File: src/rtl/mult_funct3.sv
// Shared types for the multiplier sequencer: RISC-V M-extension funct3 codes,
// controller state encoding, and the operand sign-handling rules.
package mult_funct3;

  typedef enum logic [2:0] {
    F3_MUL    = 3'b000,
    F3_MULH   = 3'b001,
    F3_MULHSU = 3'b010,
    F3_MULHU  = 3'b011
  } mult_funct3_t;

  typedef enum logic [2:0] {
    ST_IDLE,
    ST_SIGN,
    ST_PP,
    ST_REDUCE,
    ST_RESP
  } mult_ctrl_state_t;

  // rs1 is treated as signed by every op except mulhu.
  function automatic logic flip_rs1(input mult_funct3_t op, input logic msb);
    return (op != F3_MULHU) && msb;
  endfunction

  // rs2 is treated as signed only by mul/mulh.
  function automatic logic flip_rs2(input mult_funct3_t op, input logic msb);
    return ((op == F3_MUL) || (op == F3_MULH)) && msb;
  endfunction

endpackage

File: src/rtl/mult_ctrl_if.sv
// Request/response handshake bundle between the issue stage (master) and the
// multiplier sequencer (slave).
interface mult_ctrl_if
  import mult_funct3::*;
#(
    parameter int DATA_W = 4
);

    logic                req_valid;
    logic                req_ready;
    mult_funct3_t        req_op;
    logic [DATA_W-1:0]   req_rs1;
    logic [DATA_W-1:0]   req_rs2;
    logic                resp_valid;
    logic                resp_ready;
    logic [DATA_W-1:0]   resp_data;

    modport master (
        output req_valid, req_op, req_rs1, req_rs2, resp_ready,
        input  req_ready, resp_valid, resp_data
    );

    modport slave (
        input  req_valid, req_op, req_rs1, req_rs2, resp_ready,
        output req_ready, resp_valid, resp_data
    );

endinterface

File: src/rtl/mult_result_fix.sv
// Sign-corrects the unsigned magnitude product and selects the half the op
// returns (low half for mul, high half otherwise).
module mult_result_fix
    import mult_funct3::*;
#(
    parameter int DATA_W = 4
) (
    input  mult_funct3_t        op,
    input  logic                rs1_msb,
    input  logic                rs2_msb,
    input  logic [2*DATA_W-1:0] prod,
    output logic [DATA_W-1:0]   data
);

    logic                neg;
    logic [2*DATA_W-1:0] p;

    // Result is negative exactly when an odd number of operands were flipped.
    assign neg = flip_rs1(op, rs1_msb) ^ flip_rs2(op, rs2_msb);
    assign p   = neg ? -prod : prod;

    always_comb begin
        data = p[2*DATA_W-1:DATA_W];
        if (op == F3_MUL) begin
            data = p[DATA_W-1:0];
        end
    end

endmodule

File: src/rtl/mult_ctrl.sv
// Sequencer for the dadda multiplier datapath: accepts one request, steps the
// datapath strobes, and returns the sign-corrected result.
// Optional flush input enabled by defining MULT_CTRL_FLUSH_EN.
module mult_ctrl
    import mult_funct3::*;
#(
    parameter int DATA_W        = 4,
    parameter int REDUCE_CYCLES = 1
) (
    input  logic                clk,
    input  logic                rst_n,
    mult_ctrl_if.slave          bus,
    output logic [DATA_W-1:0]   dp_a,
    output logic [DATA_W-1:0]   dp_b,
    output logic                dp_compute_sign,
    output logic                dp_flip_rs1,
    output logic                dp_flip_rs2,
    output logic                dp_i_rdy,
    output logic                dp_mult_done,
    input  logic [2*DATA_W-1:0] dp_prod,
    output logic                busy
`ifdef MULT_CTRL_FLUSH_EN
    ,
    input  logic                flush
`endif
);

    localparam int CNT_W = (REDUCE_CYCLES > 1) ? $clog2(REDUCE_CYCLES) : 1;
    localparam logic [CNT_W-1:0] CNT_LOAD = CNT_W'(REDUCE_CYCLES - 1);

    mult_ctrl_state_t  state_q, state_d;
    mult_funct3_t      op_q;
    logic [DATA_W-1:0] rs1_q, rs2_q;
    logic [CNT_W-1:0]  cnt_q;
    logic              flush_i;
    logic              accept;
    logic [DATA_W-1:0] fix_data;

`ifdef MULT_CTRL_FLUSH_EN
    assign flush_i = flush;
`else
    assign flush_i = 1'b0;
`endif

    assign accept = (state_q == ST_IDLE) && bus.req_valid && !flush_i;

    always_ff @(posedge clk or negedge rst_n) begin
        if (!rst_n) begin
            state_q <= ST_IDLE;
            op_q    <= F3_MUL;
            rs1_q   <= '0;
            rs2_q   <= '0;
            cnt_q   <= '0;
        end else begin
            state_q <= state_d;
            if (accept) begin
                op_q  <= bus.req_op;
                rs1_q <= bus.req_rs1;
                rs2_q <= bus.req_rs2;
            end
            if (state_q == ST_PP) begin
                cnt_q <= CNT_LOAD;
            end else if ((state_q == ST_REDUCE) && (cnt_q != '0)) begin
                cnt_q <= cnt_q - 1'b1;
            end
        end
    end

    always_comb begin
        state_d         = state_q;
        dp_compute_sign = 1'b0;
        dp_flip_rs1     = 1'b0;
        dp_flip_rs2     = 1'b0;
        dp_i_rdy        = 1'b0;
        dp_mult_done    = 1'b0;
        unique case (state_q)
            ST_IDLE: begin
                if (bus.req_valid) state_d = ST_SIGN;
            end
            ST_SIGN: begin
                dp_compute_sign = 1'b1;
                dp_flip_rs1     = flip_rs1(op_q, rs1_q[DATA_W-1]);
                dp_flip_rs2     = flip_rs2(op_q, rs2_q[DATA_W-1]);
                state_d         = ST_PP;
            end
            ST_PP: begin
                dp_i_rdy = 1'b1;
                state_d  = ST_REDUCE;
            end
            ST_REDUCE: begin
                if (cnt_q == '0) begin
                    dp_mult_done = 1'b1;
                    state_d      = ST_RESP;
                end
            end
            ST_RESP: begin
                if (bus.resp_ready) state_d = ST_IDLE;
            end
            default: state_d = ST_IDLE;
        endcase
        // Flush overrides both handshakes, so it is applied after the case.
        if (flush_i) state_d = ST_IDLE;
    end

    mult_result_fix #(
        .DATA_W(DATA_W)
    ) u_fix (
        .op      (op_q),
        .rs1_msb (rs1_q[DATA_W-1]),
        .rs2_msb (rs2_q[DATA_W-1]),
        .prod    (dp_prod),
        .data    (fix_data)
    );

    assign dp_a           = rs1_q;
    assign dp_b           = rs2_q;
    assign bus.req_ready  = (state_q == ST_IDLE);
    assign busy           = (state_q != ST_IDLE);
    assign bus.resp_valid = (state_q == ST_RESP);
    assign bus.resp_data  = (state_q == ST_RESP) ? fix_data : '0;

endmodule

File: src/flat_wrapper.sv
// flat-port wrapper written by rule: the top's interface ports become plain ports
module mult_ctrl_flat import mult_funct3::*;
#(
    parameter int DATA_W        = 4,
    parameter int REDUCE_CYCLES = 1
)
  (clk, rst_n, dp_a, dp_b, dp_compute_sign, dp_flip_rs1, dp_flip_rs2, dp_i_rdy, dp_mult_done, dp_prod, busy, bus_req_valid, bus_req_op, bus_req_rs1, bus_req_rs2, bus_resp_ready, bus_req_ready, bus_resp_valid, bus_resp_data);
  mult_ctrl_if #(.DATA_W(DATA_W)) bus_i ();
  input  logic clk;
  input  logic rst_n;
  output logic [DATA_W-1:0] dp_a;
  output logic [DATA_W-1:0] dp_b;
  output logic dp_compute_sign;
  output logic dp_flip_rs1;
  output logic dp_flip_rs2;
  output logic dp_i_rdy;
  output logic dp_mult_done;
  input  logic [2*DATA_W-1:0] dp_prod;
  output logic busy;
  input wire logic [$bits(bus_i.req_valid)-1:0] bus_req_valid;
  input wire logic [$bits(bus_i.req_op)-1:0] bus_req_op;
  input wire logic [$bits(bus_i.req_rs1)-1:0] bus_req_rs1;
  input wire logic [$bits(bus_i.req_rs2)-1:0] bus_req_rs2;
  input wire logic [$bits(bus_i.resp_ready)-1:0] bus_resp_ready;
  output wire logic [$bits(bus_i.req_ready)-1:0] bus_req_ready;
  output wire logic [$bits(bus_i.resp_valid)-1:0] bus_resp_valid;
  output wire logic [$bits(bus_i.resp_data)-1:0] bus_resp_data;
  assign bus_i.req_valid = bus_req_valid;
  assign bus_i.req_op = bus_req_op;
  assign bus_i.req_rs1 = bus_req_rs1;
  assign bus_i.req_rs2 = bus_req_rs2;
  assign bus_i.resp_ready = bus_resp_ready;
  assign bus_req_ready = bus_i.req_ready;
  assign bus_resp_valid = bus_i.resp_valid;
  assign bus_resp_data = bus_i.resp_data;
  mult_ctrl #(.DATA_W(DATA_W), .REDUCE_CYCLES(REDUCE_CYCLES)) u_core (.clk(clk), .rst_n(rst_n), .bus(bus_i), .dp_a(dp_a), .dp_b(dp_b), .dp_compute_sign(dp_compute_sign), .dp_flip_rs1(dp_flip_rs1), .dp_flip_rs2(dp_flip_rs2), .dp_i_rdy(dp_i_rdy), .dp_mult_done(dp_mult_done), .dp_prod(dp_prod), .busy(busy));
endmodule
File: config.mk
export PLATFORM = sky130hd
export DESIGN_NAME = mult_ctrl_flat
export DESIGN_NICKNAME = d
export VERILOG_FILES = /design/src/rtl/mult_funct3.sv /design/src/rtl/mult_ctrl_if.sv /design/src/rtl/mult_result_fix.sv /design/src/rtl/mult_ctrl.sv /design/src/flat_wrapper.sv
export SDC_FILE = /design/constraint.sdc
export NUM_CORES = 1
export LEC_CHECK = 0
export BUFFER_PORTS_ARGS = -buffer_cell sky130_fd_sc_hd__buf_4
export CORE_ASPECT_RATIO = 1.4
export CORE_MARGIN = 4
export CORE_UTILIZATION = 45
export CTS_CLUSTER_DIAMETER = 80
export DETAILED_ROUTE_END_ITERATION = 6
export PLACE_DENSITY = 0.77
export RECOVER_POWER = 25
export SLEW_MARGIN = 20
export SYNTH_ARGS = -nofsm -noshare
export SYNTH_HDL_FRONTEND = slang
export SYNTH_SLANG_ARGS = --single-unit
File: constraint.sdc
create_clock -name clk -period 3.49 [get_ports clk]
set_input_delay 0.349 -clock clk [delete_from_list [all_inputs] [get_ports clk]]
set_output_delay 0.349 -clock clk [all_outputs]
set_load 0.005 [all_outputs]
==> metrics.txt <==
Syn Nets=119; setup TNS=0 ps; #FFs+latches synth=15; XOR/XNOR Fraction of Synth Area=0.0186; vias=897; register area=375 µm²; WL final=2.44 mm; worst min path class=primary input to flop; Crit path largest cell delay=470 ps; Final min period=2430 ps; Crit Reg-Reg Endpoint=u_core.dp_b[2]; vias per cell=5.64; max_slew headroom=0.459; CP Data Required Time=3140 ps; die area=0.00289 mm²; kind of critical path=flop to output port; largest net degree at the start of global routing=16; Seq/Total Area, Yosys=0.399; Synth Area in Simple Gates=0.216; Highest Clock Rate=412 MHz; R2R cell count=4; Worst Path Arrival=2080 ps; leakage=0.634 nW; share of cells above drive strength 1=0.442; MaxCap Viol Count=0; unrepaired setup endpoints after global routing=false; Post-Synth Adder-Cell Area=0.0133; worst path cell trace=nor2b_2, o21ai_1, nand2_1, a211oi_1, a211oi_1, buf_4; Syn. warnings=0; final slew viol count=0; P&R area growth vs syn=36.6%; critical path's slowest cell=dfrtp_1; FILL cells=174; mux cell area share after synthesis=0.164; H-tree levels=1; chip width=46.6 µm; Hold Fails Final Rpt=0; multi-input logic area=514 µm²; DRT iter0 DRCs=23; clock skew=0.915 ps; clock latency on the worst-skew pair=280 ps; Cells after Synth=95; Top delay family on crit path=compound AO/OA/AOI/OAI gates; Final Setup Violations=0; Synth Area in Compound Gates=0.136; syn avg cell area=9.89 µm²; Critical Path Most Common Cell=a211oi_1; Cell Area, Synth=940 µm²; Final Util=0.651; Finished Layout Cells=159; hold_sp=bus_resp_ready; worst hold stages=2; status=finished clean; # IOs=43; Worst VDD drop=467 µV; Starting Density=0.476; port bufs=42; WHS=250 ps; post-route clock period utilization=0.695; Final HPWL DP=1.94 mm; NumNets Final=163; RR Startpoint=u_core.state_q[1]; Power Density=794 mW/mm²; Inst Count DP=154; Setup crit end kind=output port; clock slew at reported path FFs=90 ps; Post-CTS Setup Bufs=0; worst-case clock buffer depth=2; initial antenna violation count=0; Post-synth top flop=dfrtp_1; post-synth cell types=35; Overall Global Routing Usage=0.180; Worst Hold Path EP=u_core.state_q[2]; reg2reg setup slack=1780 ps; CP max FO=8; Initial DRT Pass Iterations=4; first-pass GRT wire length=3.79 mm; CTS tree=yes; # DRC=0; startpoint types=flop; wire per inst=15.4 µm; gr ovfl total=0; largest family of logic cells by synthesized area=simple AND/OR/NAND/NOR gates; Final ANT Viol Nets=0; clk sinks=15; Die Y=62.1 µm; core area=0.00197 mm²; vias in the first global route=919; Post-synth ARST share=1.00; Core Rows=19; ant diodes=0; total clock buffers created by CTS=3; CP bufs+invs=1; number of flops mapped to enable cells by yosys=0; Final GP Congestion=0.922; Worst-Margin Slew=812 ps; CTS root buf=clkbuf_4
cells by family (layout without fill, tap and decap cells):
logic type	count (synthesis)	in the layout
AOI/OAI and AO/OA	19	19
xor gates and xnor gates	2	2
adders and majority gates	1	1
buffers and inverters	9	52
DFF	15	15
muxes	14	14
and+or+nand+nor	35	35
metrics by stage:
step           instance area, µm²  power, W  setup WS (ps)
2_1_floorplan                 940  0.000699           1720
3_3_place_gp                 1250  0.000901           1490
3_5_place_dp                 1250  0.000922           1410
4_1_cts                      1290   0.00103           1070
5_1_grt                      1280   0.00111            850
6_report                     1280   0.00102           1060
how the worst max path moves through the flow:
stage | startpoint | to | slack, ps | cells past startpoint
5_1_grt | u_core.op_q[1] | bus_resp_data[0] | 850 | 6
4_1_cts | u_core.op_q[1] | bus_resp_data[0] | 1070 | 6
3_5_place_dp | u_core.op_q[1] | bus_resp_data[0] | 1410 | 6
2_1_floorplan | u_core.op_q[1] | bus_resp_data[0] | 1720 | 5
6_report | u_core.op_q[1] | bus_resp_data[1] | 1060 | 6
3_3_place_gp | u_core.op_q[1] | bus_resp_data[0] | 1490 | 6
area by class of cell:
cell class                 count  share of cell area
inverter                       5              0.0146
multi-input combinational     71               0.401
tap                           21              0.0205
timing repair buffer          43               0.250
clock buffer                   3              0.0175
sequential                    15               0.292
clock inverter                 1             0.00390
registers in the layout, indices dropped and copies added (netlist names):
register and cells:
u_core.dp_a 4, u_core.cnt_q 1, u_core.op_q 3, u_core.state_q 3
u_core.dp_b 4
routing by layer:
metal  up-vias  share of wire  track usage
li1        432              -            -
met1       418           0.37        0.192
met2        41           0.52        0.325
met3         6          0.087       0.0375
met4         0          0.019       0.0909
met5         -              0            0
Yosys cell counts, types with 2 or more instances:
master,number,area [µm²]
dfrtp_1,15,375
mux2_2,11,124
nor2_1,7,26.3
a21oi_1,5,25.0
inv_1,5,18.8
nor3_1,5,25.0
a211oi_1,4,30.0
nand2_1,4,15.0
or3_1,4,25.0
and3_1,3,18.8
mux2i_1,3,30.0
buf_4,2,15.0
nand2b_1,2,12.5
nor3b_1,2,15.0
o21ai_0,2,10.0
xnor2_1,2,17.5
repair_timing:
action,in CTS,in global routing
gates resized for setup,0,0
hold buffers,1,0
hold endpoints to repair,15,0
setup endpoints to repair,0,0
worst register-to-register path: stages, from the launching register on:
cell     delay, ps
dfrtp_1        440
or3_1          410
inv_1           90
and2_2         300
mux2_2         370
report_power, final:
group          leakage, nW  internal [W]  total [W]  switching, W
combinational        0.435      0.000316   0.000568      0.000253
sequential           0.181      0.000258   0.000352     0.0000947
clock               0.0177     0.0000425  0.0000982     0.0000556
cell usage in the layout (no fill, tap or decap), types with 2 or more instances in the layout:
cell type   n
or3_1       4
a211oi_1    4
o21ai_0     2
xnor2_1     2
nand2_1     4
mux2_2     11
mux2i_1     3
buf_4      41
clkbuf_4    3
nor2_1      7
nor3b_1     2
inv_1       5
and3_1      3
nor3_1      5
a21oi_1     5
nand2b_1    2
dfrtp_1    15
(Power assumes the default switching activity.)
